[src/rtl/xbar_sw_alloc_pkg.sv]
// Shared constants, lock record and pointer helper for the crossbar switch allocator.
package xbar_sw_alloc_pkg;

  localparam int XBAR_NUM_PORT = 5;
  localparam int PTR_W         = $clog2(XBAR_NUM_PORT);

  typedef struct packed {
    logic             locked;
    logic [PTR_W-1:0] owner;
  } lock_t;

  // Round-robin successor of the last winner, wrapping at n.
  function automatic logic [PTR_W-1:0] next_ptr(input logic [PTR_W-1:0] cur, input int n);
    next_ptr = PTR_W'((32'(cur) + 32'd1) % 32'(n));
  endfunction

endpackage

[src/rtl/xbar_sw_alloc_if.sv]
// Request/allocation bundle between the input buffers, the allocator and the crossbar.
interface xbar_sw_alloc_if
  import xbar_sw_alloc_pkg::*;
#(
  parameter int NUM_PORT = XBAR_NUM_PORT
);

  logic [NUM_PORT*NUM_PORT-1:0] req_vector;
  logic [NUM_PORT-1:0]          tail_vector;
  logic [NUM_PORT-1:0]          out_ready;
  logic [NUM_PORT*NUM_PORT-1:0] alloc_vector;
  logic [NUM_PORT-1:0]          grant;
  logic [NUM_PORT-1:0]          out_locked;

  modport master (
    output req_vector, tail_vector, out_ready,
    input  alloc_vector, grant, out_locked
  );

  modport slave (
    input  req_vector, tail_vector, out_ready,
    output alloc_vector, grant, out_locked
  );

endinterface

[src/rtl/xbar_sw_alloc_rr_arbiter.sv]
// Combinational round-robin arbiter: one-hot grant to the first request at or after ptr_i.
module xbar_sw_alloc_rr_arbiter
  import xbar_sw_alloc_pkg::*;
#(
  parameter int NUM_PORT = XBAR_NUM_PORT
) (
  input  logic [NUM_PORT-1:0] req_i,
  input  logic [PTR_W-1:0]    ptr_i,
  output logic [NUM_PORT-1:0] gnt_o
);

  localparam logic [NUM_PORT-1:0] ONE = {{(NUM_PORT-1){1'b0}}, 1'b1};

  logic [NUM_PORT-1:0] mask_s;
  logic [NUM_PORT-1:0] hi_s;

  // Requests at or above the pointer win first; otherwise wrap to the lowest request.
  assign mask_s = {NUM_PORT{1'b1}} << ptr_i;
  assign hi_s   = req_i & mask_s;
  assign gnt_o  = (|hi_s) ? (hi_s & (~hi_s + ONE)) : (req_i & (~req_i + ONE));

endmodule

[src/rtl/xbar_sw_alloc.sv]
// Switch allocator for the 5-port crossbar: per-output round-robin with packet locking,
// registered select matrix and per-input grants.
module xbar_sw_alloc
  import xbar_sw_alloc_pkg::*;
#(
  parameter int NUM_PORT = XBAR_NUM_PORT
) (
  input  logic           clk,
  input  logic           reset_n,
  xbar_sw_alloc_if.slave bus
);

  localparam logic [NUM_PORT-1:0] ONE = {{(NUM_PORT-1){1'b0}}, 1'b1};

  logic [NUM_PORT-1:0]          req_raw_s;
  logic [NUM_PORT-1:0]          req_row_s [NUM_PORT];
  logic [NUM_PORT-1:0]          req_col_s [NUM_PORT];
  logic [NUM_PORT-1:0]          rr_gnt_s  [NUM_PORT];
  logic [NUM_PORT-1:0]          gnt_col_s [NUM_PORT];
  logic [NUM_PORT-1:0]          owner_sel_s;
  logic [PTR_W-1:0]             win_s;
  logic                         tail_w_s;
  logic [NUM_PORT-1:0]          out_locked_s;

  logic [PTR_W-1:0]             ptr_q  [NUM_PORT];
  logic [PTR_W-1:0]             ptr_d  [NUM_PORT];
  lock_t                        lock_q [NUM_PORT];
  lock_t                        lock_d [NUM_PORT];
  logic [NUM_PORT*NUM_PORT-1:0] alloc_q, alloc_d;
  logic [NUM_PORT-1:0]          grant_q, grant_d;

  // Keep only the lowest requested output per input, then transpose rows into columns.
  always_comb begin
    req_raw_s = '0;
    for (int j = 0; j < NUM_PORT; j++) begin
      req_raw_s    = bus.req_vector[j*NUM_PORT +: NUM_PORT];
      req_row_s[j] = req_raw_s & (~req_raw_s + ONE);
    end
    for (int k = 0; k < NUM_PORT; k++) begin
      for (int j = 0; j < NUM_PORT; j++) begin
        req_col_s[k][j] = req_row_s[j][k];
      end
    end
  end

  for (genvar k = 0; k < NUM_PORT; k++) begin : g_out
    xbar_sw_alloc_rr_arbiter #(
      .NUM_PORT (NUM_PORT)
    ) u_arb (
      .req_i (req_col_s[k]),
      .ptr_i (ptr_q[k]),
      .gnt_o (rr_gnt_s[k])
    );
    assign out_locked_s[k] = lock_q[k].locked;
  end

  // Per-output grant selection plus next pointer/lock state and the next select matrix.
  always_comb begin
    alloc_d     = '0;
    grant_d     = '0;
    owner_sel_s = '0;
    win_s       = '0;
    tail_w_s    = 1'b0;
    for (int k = 0; k < NUM_PORT; k++) begin
      owner_sel_s = ONE << lock_q[k].owner;
      if (!bus.out_ready[k]) begin
        gnt_col_s[k] = '0;
      end else if (lock_q[k].locked) begin
        gnt_col_s[k] = req_col_s[k] & owner_sel_s;
      end else begin
        gnt_col_s[k] = rr_gnt_s[k];
      end

      win_s = '0;
      for (int j = 0; j < NUM_PORT; j++) begin
        win_s = win_s | (gnt_col_s[k][j] ? PTR_W'(j) : '0);
        alloc_d[j*NUM_PORT + k] = gnt_col_s[k][j];
      end
      tail_w_s = |(gnt_col_s[k] & bus.tail_vector);

      ptr_d[k]  = ptr_q[k];
      lock_d[k] = lock_q[k];
      if (|gnt_col_s[k]) begin
        lock_d[k].locked = ~tail_w_s;
        // Only a packet head moves the pointer; body and tail flits ride the existing lock.
        if (!lock_q[k].locked) begin
          ptr_d[k]        = next_ptr(win_s, NUM_PORT);
          lock_d[k].owner = win_s;
        end else begin
          ptr_d[k] = ptr_q[k];
        end
      end else begin
        lock_d[k] = lock_q[k];
      end
    end
    for (int j = 0; j < NUM_PORT; j++) begin
      grant_d[j] = |alloc_d[j*NUM_PORT +: NUM_PORT];
    end
  end

  // Allocation outputs, round-robin pointers and packet locks.
  always_ff @(posedge clk or negedge reset_n) begin
    if (!reset_n) begin
      alloc_q <= '0;
      grant_q <= '0;
      for (int k = 0; k < NUM_PORT; k++) begin
        ptr_q[k]  <= '0;
        lock_q[k] <= '0;
      end
    end else begin
      alloc_q <= alloc_d;
      grant_q <= grant_d;
      for (int k = 0; k < NUM_PORT; k++) begin
        ptr_q[k]  <= ptr_d[k];
        lock_q[k] <= lock_d[k];
      end
    end
  end

  assign bus.alloc_vector = alloc_q;
  assign bus.grant        = grant_q;
  assign bus.out_locked   = out_locked_s;

endmodule
[src/flat_wrapper.sv]
// flat-port wrapper written by rule: the top's interface ports become plain ports
module xbar_sw_alloc_flat import xbar_sw_alloc_pkg::*;
#(
  parameter int NUM_PORT = XBAR_NUM_PORT
)
  (clk, reset_n, bus_req_vector, bus_tail_vector, bus_out_ready, bus_alloc_vector, bus_grant, bus_out_locked);
  xbar_sw_alloc_if #(.NUM_PORT(NUM_PORT)) bus_i ();
  input  logic clk;
  input  logic reset_n;
  input wire logic [$bits(bus_i.req_vector)-1:0] bus_req_vector;
  input wire logic [$bits(bus_i.tail_vector)-1:0] bus_tail_vector;
  input wire logic [$bits(bus_i.out_ready)-1:0] bus_out_ready;
  output wire logic [$bits(bus_i.alloc_vector)-1:0] bus_alloc_vector;
  output wire logic [$bits(bus_i.grant)-1:0] bus_grant;
  output wire logic [$bits(bus_i.out_locked)-1:0] bus_out_locked;
  assign bus_i.req_vector = bus_req_vector;
  assign bus_i.tail_vector = bus_tail_vector;
  assign bus_i.out_ready = bus_out_ready;
  assign bus_alloc_vector = bus_i.alloc_vector;
  assign bus_grant = bus_i.grant;
  assign bus_out_locked = bus_i.out_locked;
  xbar_sw_alloc #(.NUM_PORT(NUM_PORT)) u_core (.clk(clk), .reset_n(reset_n), .bus(bus_i));
endmodule
[config.mk]
export PLATFORM = sky130hd
export DESIGN_NAME = xbar_sw_alloc_flat
export DESIGN_NICKNAME = d
export VERILOG_FILES = /design/src/rtl/xbar_sw_alloc_pkg.sv /design/src/rtl/xbar_sw_alloc_if.sv /design/src/rtl/xbar_sw_alloc_rr_arbiter.sv /design/src/rtl/xbar_sw_alloc.sv /design/src/flat_wrapper.sv
export SDC_FILE = /design/constraint.sdc
export NUM_CORES = 1
export LEC_CHECK = 0
export ABC_AREA = 1
export CORE_MARGIN = 1
export CORE_UTILIZATION = 61
export DETAILED_ROUTE_END_ITERATION = 7
export PLACE_DENSITY = 0.95
export SYNTH_ARGS = -nofsm -noshare
export SYNTH_HDL_FRONTEND = slang
export SYNTH_HIERARCHICAL = 1
export SYNTH_SLANG_ARGS = --single-unit
[constraint.sdc]
create_clock -name clk -period 4.8 [get_ports clk]
set_input_delay 0.96 -clock clk [delete_from_list [all_inputs] [get_ports clk]]
set_output_delay 0.96 -clock clk [all_outputs]
set_load 0.01 [all_outputs]
==> results.py <==
metrics = {
    "outcome": {
        "status": "complete, no violations",
    },
    "sta": {
        "fin_crit_ns": 4.511,
        "hold_violations": 0,
        "rsz0062_at_grt": "false",
        "clock.fmax_ghz": 0.2217,
        "slew_headroom_pct": 30.27,
        "worst_pin_slew_ns": 1.046,
        "finalSetupTns_ns": 0,
        "skew_ns": 0.008875,
        "setup_viol": 0,
        "slew_violations": 0,
        "period_share_pct": 93.98,
        "hold-worst-slack_ns": 0.5377,
    },
    "detailed_routing": {
        "drt_iter0_drc": 472,
        "met3_length_um": 1243,
        "drtAntennaViolNets": 0,
        "top_layer": "met4",
        "wl_um": 14930,
        "drt-vias-per-instance": 5.680,
        "vias": 5635,
        "met1_length_um": 6047,
        "post-route-drc-count": 0,
        "wl_per_cell_um": 15.05,
        "drt-pass1-iter-count": 6,
        "route.met2.wl_um": 6979,
    },
    "synth": {
        "yosysSeqAreaShare_pct": 30.00,
        "synth_seq_cells": 65,
        "synth_ff_type": "dfrtp_1",
        "yosysTopAreaCell": "dfrtp_1",
        "synth_area_sq_mm": 0.005423,
        "synthCells": 776,
        "synth_cell_types": 41,
        "async_flop_share_pct": 100.0,
        "netlist.area_leader.share_pct": 30.00,
        "synth_nets": 843,
        "synth_area_leaders": "dfrtp_1 30%, nand2_1 14%, inv_1 8.0%",
        "synth_area_per_cell_sq_um": 6.988,
        "yosysWarningCount": 6,
        "synth_edf_count": 0,
    },
    "placement": {
        "placed_cell_area_sq_mm": 0.006421,
        "gp_congestion": 0.9417,
        "place_hpwl_um": 11460,
        "io_buffers": 71,
    },
    "layout": {
        "antenna_cells": 0,
        "drive_gt1_share_pct": 18.67,
        "final_cell_mix": "205 x nand2_1, 116 x inv_1, 70 x clkdlybuf4s50_1",
        "fin_area_sq_mm": 0.006605,
        "nets": 946,
        "areaGrowthSynthToFinish_pct": 21.80,
        "layout_commonest_cell": "nand2_1",
        "final_util_pct": 76.11,
    },
    "clock_tree": {
        "cts.clk_slew.worst_paths_ns": 0.08,
        "root_buffer": "clkbuf_8",
        "cts_htree_levels": 3,
        "cts_sinks": 65,
        "cts_tree": "yes",
        "insertion_delay_ns": 0.36,
        "numCtsBuffers": 9,
        "cts_hold_buf": 0,
        "cts.path.max_buffers": 2,
    },
    "floorplan": {
        "core-area_sq_mm": 0.008678,
        "initial_core_util_pct": 62.49,
        "ios": 72,
        "die_x_um": 96.29,
        "die_h_um": 96.29,
        "die-area_sq_mm": 0.009271,
        "num_rows": 34,
    },
    "global_routing": {
        "grt_pass1_wl_um": 24070,
        "grt_overflow": 0,
        "grt_pass1_vias": 5338,
        "grt_max_degree": 46,
        "grt_usage_pct": 34.49,
        "antenna_found_initial": 0,
    },
    "worst_setup_path": {
        "cp.arrival_ns": 4.77,
        "cp_max_fo": 8,
        "crit_type": "in -> reg",
        "slowest_delay_ns": 0.46,
        "cpLargestDelayFamily": "simple AND/OR/NAND/NOR gates",
        "required_ns": 5.06,
        "path_common_cell": "nand2_1",
        "cp-end-kind": "flip-flop",
        "crit_buf_inv": 6,
        "slowest_stage": "clkdlybuf4s50_1",
        "start_kind": "input pin",
    },
    "pwr": {
        "ir_worst_vdd_mv": 0.3214,
        "leakagePower_uw": 0.003580,
        "power_density_mw_per_mm2": 394.7,
    },
    "worst_hold_path": {
        "hold_path.class": "reg -> reg",
    },
    "flow_run": {
        "maxCapViolations": 0,
    },
}
## worst min-delay path, cell delays in order, from the launching register on
cell and delay, ns:
dfrtp_1 0.38, nand2_1 0.06, o21ai_0 0.06
## state kept, by name (all words and copies together), names as in the netlist
name                     cells
u_core/lock_q               15
u_core/bus.grant             5
u_core/ptr_q                15
u_core/bus.alloc_vector     25
u_core/bus.out_locked        5
## cells in the mapped netlist, types with 4 or more instances
library cell  instances
nor2_2               13
o22ai_1               7
nor3_1               15
nand2_4              12
xor2_1                4
buf_4                 5
nor2_4                7
nand4_1              14
inv_1               116
a31oi_1               4
nand3_1              68
and2_4                5
a21oi_1              12
ha_1                 30
o21ai_0              24
o21ai_2              13
nand2_2              28
o21ai_1               5
dfrtp_1              65
nand3_2               7
nor2_1               62
o2111ai_1             4
nand2_1             205
inv_2                20
or2_1                 5
## timing repair
action | 4_1_cts | 5_1_grt
buffers inserted | 0 | 0
resized for setup | 0 | 1
setup endpoints to repair | 0 | 1
## metal layers
metal | vias up | track usage, %
met5 | - | 0
met4 | 0 | 18.91
met3 | 69 | 5.450
met2 | 307 | 57.98
met1 | 2586 | 42.18
li1 | 2673 | -
## where the power goes
part           internal (uW)  switching (uW)
sequential               700             166
clock                    191             245
combinational            507             797
## kinds of logic (layout without fill, tap and decap cells)
family,count (synthesis),in the layout,synth area share [%]
buffers and inverters,142,250,10.22
XOR/XNOR,6,6,0.9691
AO/OA/AOI/OAI,80,80,10.15
adder cells (fa/ha/maj),30,30,6.922
flip-flops,65,65,30.00
AND/OR/NAND/NOR,453,453,41.74
## stage by stage
stage          cells  total power (uW)  worst slack, ns
4_1_cts          992              2585           0.3312
2_1_floorplan    776              1740           0.7670
3_5_place_dp     976              2137         -0.01513
5_1_grt          992              2782         0.005024
3_3_place_gp     976              2089           0.1046
6_report         992              2607           0.2892
## final cells by class
class                   instances  area, sq um
clock buffers                   9        123.9
well taps                     108        135.1
flip-flops and latches         65         1627
inverters                     137        516.7
clock inverters                 7        55.05
multi-input cells             569         3247
fillers                       615         2073
repair buffers                 97        900.9
## final timing paths
| path | from | to | slack, ns | cells past startpoint |
|---|---|---|---|---|
| hold / removal | u_core/lock_q[10] | u_core/lock_q[10] | 0.54 | 2 |
| hold reg to reg | u_core/lock_q[10] | u_core/lock_q[10] | 0.54 | 2 |
| min in group asynchronous | reset_n | u_core/bus.alloc_vector[22] | 0.77 | 1 |
| setup / recovery | bus_req_vector[0] | u_core/ptr_q[13] | 0.29 | 30 |
| max in group asynchronous | reset_n | u_core/lock_q[14] | 3.15 | 2 |
| setup reg to reg | u_core/ptr_q[13] | u_core/ptr_q[13] | 1.13 | 27 |
(Power assumes the default switching activity.)
